**src/rtl/alu_pkg.sv**
```systemverilog
// Shared definitions for the SIMD saturating adder: lane-width encodings,
// per-lane saturation limits and the per-lane add helpers used by the alu.
package alu_pkg;

    localparam logic [1:0] W8  = 2'b00;
    localparam logic [1:0] W16 = 2'b01;
    localparam logic [1:0] W32 = 2'b10;

    localparam logic [7:0]  SAT8_POS  = 8'h7F;
    localparam logic [7:0]  SAT8_NEG  = 8'h80;
    localparam logic [15:0] SAT16_POS = 16'h7FFF;
    localparam logic [15:0] SAT16_NEG = 16'h8000;
    localparam logic [31:0] SAT32_POS = 32'h7FFF_FFFF;
    localparam logic [31:0] SAT32_NEG = 32'h8000_0000;

    // Overflow is detected from operand and result sign bits only.
    function automatic logic [7:0] add8(input logic [7:0] a, input logic [7:0] b, input logic sat);
        logic [7:0] s;
        s = a + b;
        if (sat && a[7] && b[7] && !s[7]) begin
            return SAT8_NEG;
        end else if (sat && !a[7] && !b[7] && s[7]) begin
            return SAT8_POS;
        end else begin
            return s;
        end
    endfunction

    function automatic logic [15:0] add16(input logic [15:0] a, input logic [15:0] b, input logic sat);
        logic [15:0] s;
        s = a + b;
        if (sat && a[15] && b[15] && !s[15]) begin
            return SAT16_NEG;
        end else if (sat && !a[15] && !b[15] && s[15]) begin
            return SAT16_POS;
        end else begin
            return s;
        end
    endfunction

    function automatic logic [31:0] add32(input logic [31:0] a, input logic [31:0] b, input logic sat);
        logic [31:0] s;
        s = a + b;
        if (sat && a[31] && b[31] && !s[31]) begin
            return SAT32_NEG;
        end else if (sat && !a[31] && !b[31] && s[31]) begin
            return SAT32_POS;
        end else begin
            return s;
        end
    endfunction

endpackage

```
**src/rtl/alu.sv**
```systemverilog
// Combinational SIMD adder: 4x8, 2x16 or 1x32 lanes, wrap or signed saturation.
// Each lane has its own adder so no carry ever crosses a lane edge.
module alu
    import alu_pkg::*;
(
    input  logic [31:0] i_a,
    input  logic [31:0] i_b,
    input  logic [1:0]  i_width,
    input  logic        i_sat,
    output logic [31:0] o_sum
);

    logic [31:0] w_sum8;
    logic [31:0] w_sum16;
    logic [31:0] w_sum32;

    for (genvar l = 0; l < 4; l++) begin : g_lane8
        assign w_sum8[l*8 +: 8] = add8(i_a[l*8 +: 8], i_b[l*8 +: 8], i_sat);
    end

    for (genvar l = 0; l < 2; l++) begin : g_lane16
        assign w_sum16[l*16 +: 16] = add16(i_a[l*16 +: 16], i_b[l*16 +: 16], i_sat);
    end

    assign w_sum32 = add32(i_a, i_b, i_sat);

    // Lane-width select; both 2'b10 and 2'b11 mean a single 32-bit lane.
    always_comb begin
        o_sum = w_sum32;
        case (i_width)
            W8:      o_sum = w_sum8;
            W16:     o_sum = w_sum16;
            W32:     o_sum = w_sum32;
            default: o_sum = w_sum32;
        endcase
    end

endmodule

```
**src/rtl/alu_rr_scheduler.sv**
```systemverilog
// Round-robin arbiter sharing one alu among NREQ requesters; the winner's result
// is registered with its index on a single valid/ready response port.
module alu_rr_scheduler
    import alu_pkg::*;
#(
    parameter int NREQ = 4,
    parameter int IDW  = 2
) (
    input  logic               clk,
    input  logic               rst_n,
    input  logic [NREQ-1:0]    req_valid,
    output logic [NREQ-1:0]    req_ready,
    input  logic [32*NREQ-1:0] req_a,
    input  logic [32*NREQ-1:0] req_b,
    input  logic [2*NREQ-1:0]  req_width,
    input  logic [NREQ-1:0]    req_sat,
    output logic               rsp_valid,
    input  logic               rsp_ready,
    output logic [31:0]        rsp_data,
    output logic [IDW-1:0]     rsp_id
);

    logic           r_rsp_valid;
    logic [31:0]    r_rsp_data;
    logic [IDW-1:0] r_rsp_id;
    logic [IDW-1:0] r_prio;

    logic            w_can_issue;
    logic            w_found;
    logic            w_fire;
    logic [IDW-1:0]  w_grant;
    logic [IDW-1:0]  w_prio_next;
    logic [NREQ-1:0] w_ready;
    logic [31:0]     w_a;
    logic [31:0]     w_b;
    logic [1:0]      w_width;
    logic            w_sat;
    logic [31:0]     w_sum;

    // Scanning from the far end lets the closest hit to prio overwrite later ones.
    function automatic logic [IDW:0] rr_pick(input logic [NREQ-1:0] valid, input logic [IDW-1:0] prio);
        logic [IDW:0] pick;
        int           idx;
        pick = {(IDW+1){1'b0}};
        for (int k = NREQ - 1; k >= 0; k--) begin
            idx = (int'(prio) + k) % NREQ;
            if (valid[idx]) begin
                pick = {1'b1, IDW'(idx)};
            end else begin
                pick = pick;
            end
        end
        return pick;
    endfunction

    // Arbitration, grant vector and operand mux for the shared alu.
    always_comb begin
        w_can_issue        = !r_rsp_valid || rsp_ready;
        {w_found, w_grant} = rr_pick(req_valid, r_prio);
        w_ready            = {NREQ{1'b0}};
        if (rst_n && w_can_issue && w_found) begin
            w_ready[w_grant] = 1'b1;
        end else begin
            w_ready = {NREQ{1'b0}};
        end
        w_fire  = |(req_valid & w_ready);
        w_a     = req_a[32*int'(w_grant) +: 32];
        w_b     = req_b[32*int'(w_grant) +: 32];
        w_width = req_width[2*int'(w_grant) +: 2];
        w_sat   = req_sat[w_grant];
        if (w_grant == IDW'(NREQ - 1)) begin
            w_prio_next = {IDW{1'b0}};
        end else begin
            w_prio_next = w_grant + IDW'(1);
        end
    end

    alu u_alu (
        .i_a     (w_a),
        .i_b     (w_b),
        .i_width (w_width),
        .i_sat   (w_sat),
        .o_sum   (w_sum)
    );

    // Result register and round-robin pointer; everything holds under backpressure.
    always_ff @(posedge clk or negedge rst_n) begin
        if (!rst_n) begin
            r_rsp_valid <= 1'b0;
            r_rsp_data  <= 32'h0;
            r_rsp_id    <= {IDW{1'b0}};
            r_prio      <= {IDW{1'b0}};
        end else if (w_can_issue) begin
            if (w_fire) begin
                r_rsp_valid <= 1'b1;
                r_rsp_data  <= w_sum;
                r_rsp_id    <= w_grant;
                r_prio      <= w_prio_next;
            end else begin
                r_rsp_valid <= 1'b0;
            end
        end else begin
            r_rsp_valid <= r_rsp_valid;
        end
    end

    assign req_ready = w_ready;
    assign rsp_valid = r_rsp_valid;
    assign rsp_data  = r_rsp_data;
    assign rsp_id    = r_rsp_id;

endmodule

```
**config.mk**
```make
export PLATFORM = sky130hd
export DESIGN_NAME = alu_rr_scheduler
export DESIGN_NICKNAME = d
export VERILOG_FILES = /design/src/rtl/alu_pkg.sv /design/src/rtl/alu.sv /design/src/rtl/alu_rr_scheduler.sv
export SDC_FILE = /design/constraint.sdc
export NUM_CORES = 1
export LEC_CHECK = 0
export CAP_MARGIN = 30
export CORE_MARGIN = 5
export CORE_UTILIZATION = 46
export DETAILED_ROUTE_END_ITERATION = 7
export GPL_ROUTABILITY_DRIVEN = 0
export PLACE_DENSITY = 0.91
export SYNTH_ARGS = -nofsm -noshare
export SYNTH_HDL_FRONTEND = slang
export SYNTH_SLANG_ARGS = --single-unit
export TNS_END_PERCENT = 1
```
**constraint.sdc**
```tcl
create_clock -name clk -period 6.97 [get_ports clk]
set_input_delay 1.394 -clock clk [delete_from_list [all_inputs] [get_ports clk]]
set_output_delay 1.394 -clock clk [all_outputs]
set_load 0.01 [all_outputs]
```
== Word-level counts from Yosys, hierarchy flattened ==
Cells that the tools add are included.
W data, S select, Z words.

* Flip-flop bits (word level): 37
* Input bits: 275
* Output and inout port bits: 39
* Word-level logic and storage cells: 123

* Add/sub/neg operators: 11
* Magnitude comparators: 6
* Eq/ne operators: 2
* Shifts and indexed selects: 3
* Muxes and demuxes: 37
* Bitwise operators: 4
* Reductions and logical operators: 56

{| class="wikitable"
|+ Operators by type and width
! kind !! count
|-
| $shiftx A128 B8 Y32 || 2
|-
| $mux W16 || 4
|-
| $mux W32 || 2
|-
| $mux W8 || 8
|-
| $pmux W32 S2 || 1
|-
| $logic_and A1 B1 Y1 || 33
|-
| $add A16 B16 Y16 || 2
|-
| $add A32 B32 Y32 || 1
|-
| $add A8 B8 Y8 || 4
|-
| $logic_not A1 Y1 || 16
|-
| $lt A3 B4 Y1 const B || 3
|-
| $mux W3 || 4
|-
| $bmux W1 S2 || 5
|-
| $mux W1 || 10
|-
| $shiftx A8 B4 Y2 || 1
|-
| $lt A2 B3 Y1 const B || 2
|-
| $reduce_or A2 Y1 || 3
|-
| $add A2 B1 Y2 const B || 2
|-
| $add A2 B2 Y2 const B || 2
|-
| $and A4 B4 Y4 || 1
|-
| $mux W4 || 1
|-
| $reduce_or A4 Y1 || 1
|-
| $and A1 B1 Y1 const A || 3
|-
| $demux W1 S2 || 1
|-
| 7 further kinds || 7
|}

== Logic depth before layout (Yosys ltp) ==
* Depth in word-level cells: 18
* Depth in mapped cells: 21
* Mapped depth without buffers: 18

== Modules after synthesis ==
From an unflattened synthesis, not the netlist that was laid out.

* Cells, all modules: 822
* Area total of the unflattened synthesis: 7059.3 um2

{| class="wikitable"
|+ By module, submodules not included
! module !! times used !! cells each !! area each (um2) !! seq. area each (um2)
|-
| alu_rr_scheduler || 1 || 327 || 3701.0 || 925.9
|-
| alu || 1 || 495 || 3358.2 || 0.0
|}

== Worst setup path before layout ==
Ideal clock, no wire load.

* Path type: input port to flip-flop
* From: input port req_valid[1]
* To: register r_rsp_data[30], in the netlist rsp_data[30]
* Setup time: 0.151 ns
* Arrival: 5.576 ns
* Data required time: 6.819 ns
* Slack: 1.243 ns
* Cell stages on the path: 19
* Buffers on the path: 4
* Cell sequence: mux2_4 -> o221a_4 -> buf_6 -> buf_2 -> clkbuf_1 -> buf_1 -> nand2_1 -> a31oi_1 -> ha_1 -> fa_1 -> a211o_1 -> a211oi_1 -> nor2_1 -> o31ai_2 -> o21bai_1 -> or4_1 -> a31o_1 -> nand2_1 -> a41oi_1

* Longest elaborated chain between the ends: 15
* Elaborated cells on any way between the ends: 57
* Those cells by class: add/sub: 3; order compare: 2; eq/ne: 1; shift: 3; mux: 27; bitwise: 1; reduce/logical: 20

{| class="wikitable"
|+ RTL lines
! what !! RTL line !! text
|-
| start, declared || alu_rr_scheduler.sv:11 || <nowiki>input logic [NREQ-1:0] req_valid,</nowiki>
|-
| branches (longest 15 deep; another with $add A32 B32 Y32) || -- ||
|-
| end signal, assigned || alu_rr_scheduler.sv:96 || <nowiki>r_rsp_data <= w_sum;</nowiki>
|-
| end, declared || alu_rr_scheduler.sv:24 || <nowiki>logic [31:0] r_rsp_data;</nowiki>
|}

Parallel ways; which one is timed is not known. The select of a mux whose other input is x is not followed.
A chain may end at the register's enable or synchronous reset.

== Worst setup path after layout ==
* From: input port req_valid[0]
* To: register r_rsp_data[14], in the netlist rsp_data[14]

* Longest elaborated chain between the ends: 15
* Elaborated cells on any way between the ends: 63
* Those cells by class: add/sub: 3; order compare: 2; eq/ne: 1; shift: 3; mux: 27; bitwise: 1; reduce/logical: 26

{| class="wikitable"
|+ RTL lines
! what
|-
| branches (longest 15 deep; another with $add A32 B32 Y32)
|}

Parallel ways; which one is timed is not known. The select of a mux whose other input is x is not followed.

==> flow_summary.json <==
{
  "end_kind": "flip-flop",
  "maxSlewViolCount": 0,
  "final_antenna_net_count": 0,
  "synthCells": 1035,
  "clk_path_buf_depth": 2,
  "drt_iter0_markers": 808,
  "firstDrtPassIters": 8,
  "grt_start_max_net_pins": 81,
  "clock_latency_ns": 0.28,
  "cts_tree": "done",
  "ys_async_sr_fraction_pct": 100,
  "cts_resized": 0,
  "power_density_nw_per_um2": 525,
  "fin_util_pct": 69.9,
  "yosys_warnings": 0,
  "postCtsHoldBufs": 0,
  "max_cap_violations": 0,
  "setup_viol": 0,
  "ir_drop_uv": 232,
  "avgViaCountPerCell": 5.99,
  "hold_class": "flip-flop to flip-flop",
  "wl_um": 27000,
  "fin_nets": 1608,
  "ys_seq_area_share_pct": 13.7,
  "clk_pin_slew_worst_paths_ns": 0.06,
  "fin_crit_ns": 6.27,
  "yosysTopAreaCell": "nand2_1",
  "final_cell_mix": "clkdlybuf4s50_1 (312), nand2_1 (291), a21oi_1 (66)",
  "synth.area.top_cells": "nand2_1 (16%), dfrtp_1 (14%), ha_1 (6.5%), a31oi_1 (5.9%), and3_1 (5.2%)",
  "final_common_cell": "clkdlybuf4s50_1",
  "start_util_pct": 46.7,
  "grt_pass1_vias": 8141,
  "post-route-period-util_pct": 90.0,
  "synth_fp_nets": 1349,
  "layout-drive-gt1-share_pct": 3.86,
  "grt_pass1_wl_um": 40600,
  "synthesis.area_sq_um": 6740,
  "rsz0062_at_grt": "false",
  "synth_edf_count": 0,
  "place_inst": 1471,
  "status": "complete, but fails checks",
  "drcViolationCount": 7,
  "final_cells": 1480,
  "leakage_nw": 4.30,
  "num_vias": 8864,
  "post_cts_buffers": 0,
  "grt.total_usage_pct": 29.2,
  "critical_path_class": "primary input to flip-flop",
  "cts-htree-levels": 2,
  "hold_violations": 0,
  "worst_pin_slew_ns": 0.839,
  "violations": "design-rule violations",
  "synth_ff_type": "dfrtp_1",
  "required_ns": 7.13,
  "cts_root_buf": "clkbuf_16",
  "ys_seq_elements": 37,
  "slew_headroom_pct": 44.0,
  "fmax_ghz": 0.159,
  "rows": 44,
  "routedWlPerCell_um": 18.2,
  "cts_buffers": 5,
  "antenna_found_initial": 1,
  "post-synth-top-area-fraction_pct": 16.2,
  "dieArea_sq_um": 17200,
  "start_kind": "primary input",
  "syn2layout_area_growth_pct": 49.6,
  "place_hpwl_um": 22100,
  "fin_skew_ns": 0.00232,
  "ios": 314,
  "avgSynthCellArea_sq_um": 6.51,
  "crit_arrival_ns": 6.43,
  "synth_cell_types": 76,
  "clkSinkCount": 37,
  "fin_setup_tns_ns": 0,
  "die_w_um": 131,
  "port_buffers": 313,
  "die_h_um": 131,
  "core_area_sq_um": 14400,
  "overflow": 0,
  "cp_max_fo": 39
}
[sequential cells by signal, summed over array words and instances (netlist names)]
register and flops:
rsp_valid 1, rsp_data 32, rsp_id 2, r_prio 2
[Yosys cell counts (3+ instances only)]
cell type  number
nand2_1       291
a21oi_1        66
a31oi_1        64
clkbuf_1       63
and3_1         56
nor2_1         50
o21ai_0        43
dfrtp_1        37
ha_1           35
mux2i_1        34
xor2_1         31
o21ai_1        20
xnor2_1        18
inv_1          15
nor3_1         15
o21a_1         15
nand3_1        13
a211oi_1       11
and2_1         11
a21o_1         10
nand2b_1        8
a221oi_1        7
buf_1           7
nor2b_1         7
o211ai_1        6
nand4_1         5
o21bai_1        5
o31ai_1         5
a41oi_1         4
fa_1            4
o22a_1          4
or3_1           4
a2111oi_0       3
a21boi_0        3
buf_2           3
mux2i_2         3
nor2_2          3
nor4_1          3
or2_2           3
or4_1           3
[worst max-delay path, cell delays in order]
cell and delay [ns]:
clkdlybuf4s50_1 0.57, or3b_1 0.38, o221a_4 0.24, inv_4 0.31, buf_4 0.40, nand2_1 0.08, and3_1 0.17, a31oi_1 0.27
ha_1 0.40, a21oi_1 0.27, o21ai_1 0.14, or3_1 0.36, nor3_1 0.19, o31ai_2 0.15, nand2_1 0.43, nand2_1 0.13
a221oi_1 0.41, o21ai_1 0.09
[final cells by class]
class                      instances  area (sq um)
multi-input combinational        905          5450
fill                            1244          4350
timing repair buffer             328          3270
sequential                        37           926
tap                              184           230
clock buffer                       6           129
inverter                          17          66.3
clock inverter                     2          10.0
antenna                            1          2.50
[report_power, final]
part           switching (mW)  internal [mW]  leakage, nW
Combinational            2.81           1.88         3.80
Clock                  0.0854          0.131       0.0706
Sequential             0.0652          0.323        0.433
Total                    2.96           2.34         4.30
[final timing paths]
| path | from | endpoint | slack (ns) | depth (start not counted) |
|---|---|---|---|---|
| min in group asynchronous | rst_n | rsp_valid$_DFFE_PN0N_ | 1.21 | 1 |
| worst min-delay path | rsp_id[1]$_DFFE_PN0P_ | rsp_id[1]$_DFFE_PN0P_ | 0.48 | 2 |
| max in group asynchronous | rst_n | rsp_data[3]$_DFFE_PN0P_ | 5.22 | 1 |
| worst max-delay path | req_valid[0] | rsp_data[14]$_DFFE_PN0P_ | 0.70 | 18 |
| worst max register to register | r_prio[1]$_DFFE_PN0P_ | rsp_data[14]$_DFFE_PN0P_ | 1.85 | 17 |
| worst min register to register | rsp_id[1]$_DFFE_PN0P_ | rsp_id[1]$_DFFE_PN0P_ | 0.48 | 2 |
[cells by family after synthesis]
logic type,count (synthesis),synth area share [%]
adder cells (fa/ha/maj),39,7.69
multiplexers,40,6.28
AO/OA/AOI/OAI,296,28.7
flip-flops,37,13.7
buffers and inverters,93,5.48
AND/OR/NAND/NOR,481,31.8
XOR/XNOR,49,6.37
[through the flow]
step           hold slack (ns)  setup WS, ns  area, sq um  power [mW]
2_1_floorplan            0.500          1.24         6740        3.64
3_3_place_gp             0.459         0.590         9940        4.83
3_5_place_dp             0.471         0.496         9940        4.92
4_1_cts                  0.483         0.757        10100        5.16
5_1_grt                  0.511         0.418        10100        5.70
6_report                 0.480         0.699        10100        5.29
[layer usage]
layer	GRT usage [%]	routed length [um]	share of wire, %
met4	8.47	673	2.5
met3	5.73	3140	12
met2	49.5	12600	47
met1	37.7	10500	39
met5	0	0	0
Power figures use the tool's default switching activity.
